### config.mk
export PLATFORM = sky130hd
export DESIGN_NAME = jericalla_fetch
export DESIGN_NICKNAME = d
export VERILOG_FILES = /design/src/rtl/jericalla_fetch.sv
export SDC_FILE = /design/constraint.sdc
export NUM_CORES = 1
export LEC_CHECK = 0
export CELL_PAD_IN_SITES_DETAIL_PLACEMENT = 0
export CELL_PAD_IN_SITES_GLOBAL_PLACEMENT = 1
export CORE_MARGIN = 5
export CORE_UTILIZATION = 50
export CTS_CLUSTER_SIZE = 12
export DETAILED_ROUTE_END_ITERATION = 7
export PLACE_DENSITY = 0.86
export SLEW_MARGIN = 10
export SYNTH_ARGS = -nofsm -noshare
export SYNTH_HDL_FRONTEND = slang
export SYNTH_SLANG_ARGS = --single-unit
export TNS_END_PERCENT = 10
### constraint.sdc
create_clock -name clk_jericalla -period 3.7 [get_ports clk_jericalla]
set_clock_uncertainty 0.1 [all_clocks]
set_input_delay 0.925 -clock clk_jericalla [delete_from_list [all_inputs] [get_ports clk_jericalla]]
set_output_delay 0.925 -clock clk_jericalla [all_outputs]
set_load 0.05 [all_outputs]
### src/rtl/jericalla_fetch.sv
// Instruction fetch/issue for the Jericalla core: loadable imem, PC, RAW-hazard bubble insertion.
// Latency: start sampled at edge E0 puts imem[0] on instruccion after E0; one word per edge after that.
// Backpressure: none from the core; hazards stall the PC and issue NOP bubbles instead.
module jericalla_fetch #(
    parameter int              DEPTH      = 64,
    parameter int              ADDR_W     = 6,
    parameter logic [2:0]      NOP_OPCODE = 3'b111,
    parameter logic [7:0]      WB_MASK    = 8'b0001_1111
) (
    input  logic              clk_jericalla,
    input  logic              rst_jericalla,
    input  logic              load_we,
    input  logic [ADDR_W-1:0] load_addr,
    input  logic [0:17]       load_data,
    input  logic              start,
    input  logic [ADDR_W-1:0] last_addr,
    output logic [0:17]       instruccion,
    output logic [ADDR_W-1:0] pc,
    output logic              busy,
    output logic              bubble,
    output logic              done
);

    typedef enum logic [1:0] {S_IDLE, S_RUN, S_DRAIN1, S_DRAIN2} state_t;

    localparam logic [0:17]       NOP_WORD = {15'd0, NOP_OPCODE};
    localparam logic [ADDR_W-1:0] ADDR0    = '0;
    localparam logic [ADDR_W-1:0] ADDR1    = ADDR_W'(1);

    logic [0:17]       imem [DEPTH];
    state_t            state, state_n;
    logic [ADDR_W-1:0] pc_n;
    logic [ADDR_W-1:0] last_q;
    logic [0:17]       instr_n;
    logic              bubble_n, done_n;
    logic              issue_real, issue_wv;
    logic [4:0]        issue_wa;
    logic [4:0]        h1_wa, h2_wa;
    logic              h1_v, h2_v;
    logic [0:17]       cand;
    logic [4:0]        cand_ra1, cand_ra2;
    logic              hazard;

    assign busy     = (state != S_IDLE);
    assign cand     = imem[pc];
    assign cand_ra2 = cand[0:4];
    assign cand_ra1 = cand[5:9];

    // Register 0 is an ordinary register for hazard purposes.
    assign hazard = (h1_v && (cand_ra1 == h1_wa || cand_ra2 == h1_wa)) ||
                    (h2_v && (cand_ra1 == h2_wa || cand_ra2 == h2_wa));

    always_ff @(posedge clk_jericalla) begin
        if (load_we && state == S_IDLE && !start) begin
            imem[load_addr] <= load_data;
        end
    end

    always_comb begin
        state_n    = state;
        pc_n       = pc;
        instr_n    = NOP_WORD;
        bubble_n   = 1'b0;
        done_n     = 1'b0;
        issue_real = 1'b0;
        case (state)
            S_IDLE: begin
                if (start) begin
                    instr_n    = imem[ADDR0];
                    issue_real = 1'b1;
                    if (last_addr == ADDR0) begin
                        state_n = S_DRAIN1;
                    end else begin
                        pc_n    = ADDR1;
                        state_n = S_RUN;
                    end
                end
            end
            S_RUN: begin
                if (hazard) begin
                    bubble_n = 1'b1;
                end else begin
                    instr_n    = cand;
                    issue_real = 1'b1;
                    if (pc == last_q) begin
                        state_n = S_DRAIN1;
                    end else begin
                        pc_n = pc + ADDR1;
                    end
                end
            end
            S_DRAIN1: state_n = S_DRAIN2;
            S_DRAIN2: begin
                state_n = S_IDLE;
                done_n  = 1'b1;
            end
            default: state_n = S_IDLE;
        endcase
    end

    // Bubbles and drain NOPs never count as producers, whatever the mask says.
    assign issue_wv = issue_real & WB_MASK[instr_n[15:17]];
    assign issue_wa = instr_n[10:14];

    always_ff @(posedge clk_jericalla) begin
        if (rst_jericalla) begin
            state       <= S_IDLE;
            pc          <= '0;
            last_q      <= '0;
            instruccion <= NOP_WORD;
            bubble      <= 1'b0;
            done        <= 1'b0;
            h1_wa       <= '0;
            h1_v        <= 1'b0;
            h2_wa       <= '0;
            h2_v        <= 1'b0;
        end else begin
            state       <= state_n;
            pc          <= pc_n;
            instruccion <= instr_n;
            bubble      <= bubble_n;
            done        <= done_n;
            if (state == S_IDLE && start) begin
                last_q <= last_addr;
            end
            h2_wa <= h1_wa;
            h2_v  <= h1_v;
            h1_wa <= issue_wa;
            h1_v  <= issue_wv;
        end
    end

endmodule

# == Yosys cells after proc, flatten, opt, wreduce, memory -nomap -nowiden ==
# Memories as Yosys holds them, arrays and structs flattened. A register that Yosys moved wholly into a read port is not among the register bits.
# Cells that the tools add are included.
# totals
out_inout_bits,27
in_bits,34
ff_bits,46
mem_bits_ro,8
ram_bits,1152
memories,2
# mem_list
memory,depth,word_bits,rd,rd_ports_with_merged_regs,write_ports,line_no,source
imem,64,18,2,1,1,30,logic [0:17] imem [DEPTH];
(no name shown),8,1,1,0,0,102,assign issue_wv = issue_real & WB_MASK[instr_n[15:17]];
# classes
eq_ne,13
n_reduce_logical,16
bitwise_logic,2
muxes,23
addsub,1
magnitude_cmp,1
# op_table
cell,n
18-bit 2-to-1 mux,2
6-bit 2-to-1 mux,6
18-bit one-hot mux with 2 select lines,1
5-bit == test,4
6-bit one-hot mux with 2 select lines,1
2-bit inequality test (second input constant),5
2-bit 2-to-1 mux,4
2-bit one-hot mux with 4 select lines,1
1-bit 2-to-1 mux,7
6-bit by 1-bit adder with 6-bit output (second input constant),1
6-bit == test,1
6-bit zero test,1
1-bit logical AND,5
5-bit AND reduction,1
2-bit == test (second input constant),2
3-bit by 4-bit < comparator with 1-bit output (second input constant),1
2-bit nonzero test,2
1-bit logical OR,3
3-bit AND reduction,1
2-bit by 1-bit == test with 1-bit output (second input constant),1
2-bit zero test,1
1-bit one-hot mux with 2 select lines,1
2-bit OR reduction,1
1-bit bitwise AND,1
other kinds (2),2

# == Longest topological paths before layout ==
# logic_depth
ltp_word,9
depth_mapped,18

# == Least setup slack after synthesis ==
# Ideal clock, no wire load.
# synth_timing
path_type,reg-to-reg
start,register (tool-made name)
end,register instruccion[10] (netlist name)
stages_incl_launch_ff,12
required_ps,3472
n_path_buf,6
arrival_time_ps,3424
path_slack_ps,48
period_less_slack_ps,3652
path_cell_list,dfxtp_1 buf_2 buf_2 buf_2 clkbuf_1 clkbuf_1 clkbuf_1 mux4_2 mux4_2 mux4_2 a32oi_1 nor2_1
# synth_rtl
item,line_no,source
to (signal assigned),120,instruccion <= instr_n;
to (decl),17,"output logic [0:17] instruccion,"

==> out/results.ini <==
[run_status]
status=finished, violations left
violations=negative setup slack

[logic_synthesis]
syn_inst=2159
yosysWarnings=0
synth_nets=2198
ys_ff_latch=1199
async_flop_share_pct=0
avgSynthCellArea_um2=21.65
netlist_area_um2=46750
yosys_most_used_dff=edfxtp_1
seq_area_frac_synth_pct=76.01
synth_edf_count=1152
yosysUniqueCellTypes=73

[critical_path]
crit_path_top_delay_cell=mux4_2
setup.worst_path.start_class=flip-flop
cpPeakStageDelay_ns=0.53
r2r_cells=17
critPathKind=flip-flop to flip-flop
worstPathArrival_ns=4.51
rrSetupSlack_ns=-0.29
required_ns=4.22
endpoint_kind=flip-flop
cp_cell_sequence=buf_12, buf_4, buf_12, mux4_2, a22oi_2, a211oi_4, nor4_4, buf_4, xor2_1, nand3_1, nor4_4, nor4_4, buf_12, buf_12, buf_16, a21o_1, a21oi_2
crit_path_frequent_cell=buf_12
worstPathMaxFanout=6

[timing]
hold_viol=0
min_period_ns=3.988
setup_slack_ns=-0.2882
slew_headroom_pct=13.82
max_freq_mhz=250.7
fin_hold_ws_ns=0.3712
rsz0062_at_grt=true
setup_viol=33
tightest_slew_ns=1.293
period_share_pct=107.8
finalSetupTns_ns=-5.226
slew_violations=0

[global_route]
antenna_found_initial=8
grt.overflow.total=0
grt_pass1_vias=25530
grt_max_degree=65
grt_first_pass_wirelength_mm=186.0
grtUsageTotal_pct=26.26

[power_and_ir_drop]
p_comb_share_pct=18.9
switchingPower_uw=8121
power_frac_seq_pct=47.3
clkPwrFrac_pct=33.8
ir_drop_mv=0.4116
cellLeakagePower_uw=0.01737
intPower_uw=23900
swShare_pct=25.36
p_per_area_nw_per_um2=576.2

[layout]
postLayoutCellArea_um2=55570
syn2layout_area_growth_pct=18.87
final_layout_size_suffix_gt1_share_pct=35.74
fin_nets=2547

[detailed_routing]
firstDrtPassIters=6
postRouteAntennaNets=0
drtIter0Drc=4186
vias=25370
post_drt_via_cell_ratio=6.615
drt-total-wl_mm=131.4
drc=0
routedWlPerCell_um=34.26

[place]
port_buffers=60
pre_cts_ws_ns=-0.4343
placed_cell_area_um2=50960
place_congestion=0.9059
dp_hpwl_mm=74.92

[floorplan]
die_h_um=315.8
die_area_um2=99710
core_area_um2=93050
ios=61
fp.dieW_um=315.8
row_count=112
start_util_pct=50.24

[clocking]
clkTransAtPathRegs_ns=0.07
cts.sinks=1199
clk_latency_ns=0.72
htree_levels=3
cts_tree=done
cts_made_buffers=116
cts-root-buf=clkbuf_16
cts_buffer_depth=3

[min_path]
worstHoldEndpoint=last_q[1]$_SDFFE_PP0P_
hold_path_class=flip-flop to flip-flop
holdPathStages=2
min_from=last_q[1]$_SDFFE_PP0P_

[run]
drv_cap=0

[per-stage QoR]
stage          utilization [%]  total power, µW  std cells
2_1_floorplan                -            18900       2159
3_3_place_gp             54.76            20370       3594
3_5_place_dp             54.76            20480       3594
4_1_cts                  59.36            31770       3816
5_1_grt                  59.72            32990       3833
6_report                 59.72            32020       3835
[worst max-delay path: cells and delay by family (launching register included)]
kind                   cells  cell delay, ns
buffers and inverters      7            0.94
AO/OA/AOI/OAI              4            0.80
flip-flops                 1            0.46
XOR/XNOR                   1            0.17
multiplexers               1            0.53
AND/OR/NAND/NOR            4            0.89
[timing repair]
item,in CTS,in global routing
setup endpoints to repair,33,34
resized for setup,101,47
pin swaps,38,35
gates cloned,6,1
hold buffers,0,0
setup buffers,30,19
[power by group through the flow]
stage	Combinational (µW)	Clock, µW	Sequential, µW
finish	6060	10800	15100
global route	6310	11500	15100
CTS	5760	10900	15100
detailed placement	5070	0	15400
global placement	4980	0	15400
floorplan	3380	0	15500
[worst max path at each step]
stage	startpoint	to	slack (ns)	cells after the start
after CTS	flip-flop	flip-flop	-0.13	16
after global routing	flip-flop	flip-flop	-0.34	17
final	flip-flop	flip-flop	-0.29	17
after detailed placement	flip-flop	flip-flop	-0.43	14
after floorplan	flip-flop	instruccion[10]$_SDFF_PP0_	0.05	11
after global placement	flip-flop	flip-flop	-0.49	14
[flip-flops by register name (all words and copies together), names as in the netlist, named ones only]
signal / flops
h2_v: 1
instruccion: 18
h2_wa: 5
state: 2
pc: 6
h1_v: 1
bubble: 1
done: 1
imem: 1152
last_q: 6
[area by class of cell]
type                            instances  area (µm²)
Multi-Input combinational cell        826       11050
Antenna cell                            4       10.01
Tap cell                             1254        1569
Inverter                               16       60.06
Sequential cell                      1199       35550
Fill cell                            6156       37480
Clock buffer                          164        3124
Timing Repair Buffer                  349        3994
Clock inverter                         23       216.5
[layout by cell type, fill, tap and decap left out, types with 17 or more instances in the layout]
cell / Yosys / routed
a21oi_1: 22 / 19
clkbuf_16: 0 / 118
buf_12: 7 / 82
nor2_1: 110 / 45
mux4_2: 304 / 306
clkbuf_1: 51 / 45
a32oi_1: 20 / 18
nand2_1: 64 / 59
a22oi_1: 36 / 21
edfxtp_1: 1152 / 1152
nor2_2: 1 / 65
clkdlybuf4s50_1: 0 / 42
mux2i_1: 68 / 64
buf_4: 16 / 181
nand3_1: 20 / 17
dfxtp_1: 47 / 43
[per-layer routing]
metal,GRT usage [%],part of all wire (%),vias up
li1,-,-,9723
met1,35.00,34,13050
met2,41.15,47,2147
met3,6.567,13,447
met4,12.80,6.1,4
met5,0,0.022,-
[cell families after synthesis]
family	share of synthesized area, %
simple gates	2.829
xor+xnor	0.3373
compound gates	2.307
flops	76.01
mux	16.55
fa+ha+maj	0.1338
buf+inv	1.828
[cells in the mapped netlist (6+ instances only)]
master       n  area share [%]
a32oi_1     20            0.37
nand2_1     64            0.51
or3_1        9            0.12
buf_2       22            0.24
nor2b_1     15            0.20
a21oi_1     22            0.24
a31oi_1     10            0.13
nor3_1      10            0.11
inv_1       12           0.096
nor2_1     110            0.88
a22oi_1     36            0.58
clkbuf_1    51            0.41
mux4_2     304              15
nand3b_1     6           0.096
buf_6       15            0.36
edfxtp_1  1152              74
xnor2_1      9            0.17
nand3_1     20            0.21
mux2i_1     68             1.5
buf_4       16            0.26
buf_12       7            0.30
xor2_1       9            0.17
a21o_1       7            0.11
dfxtp_1     47             2.0
(Power assumes the default switching activity.)
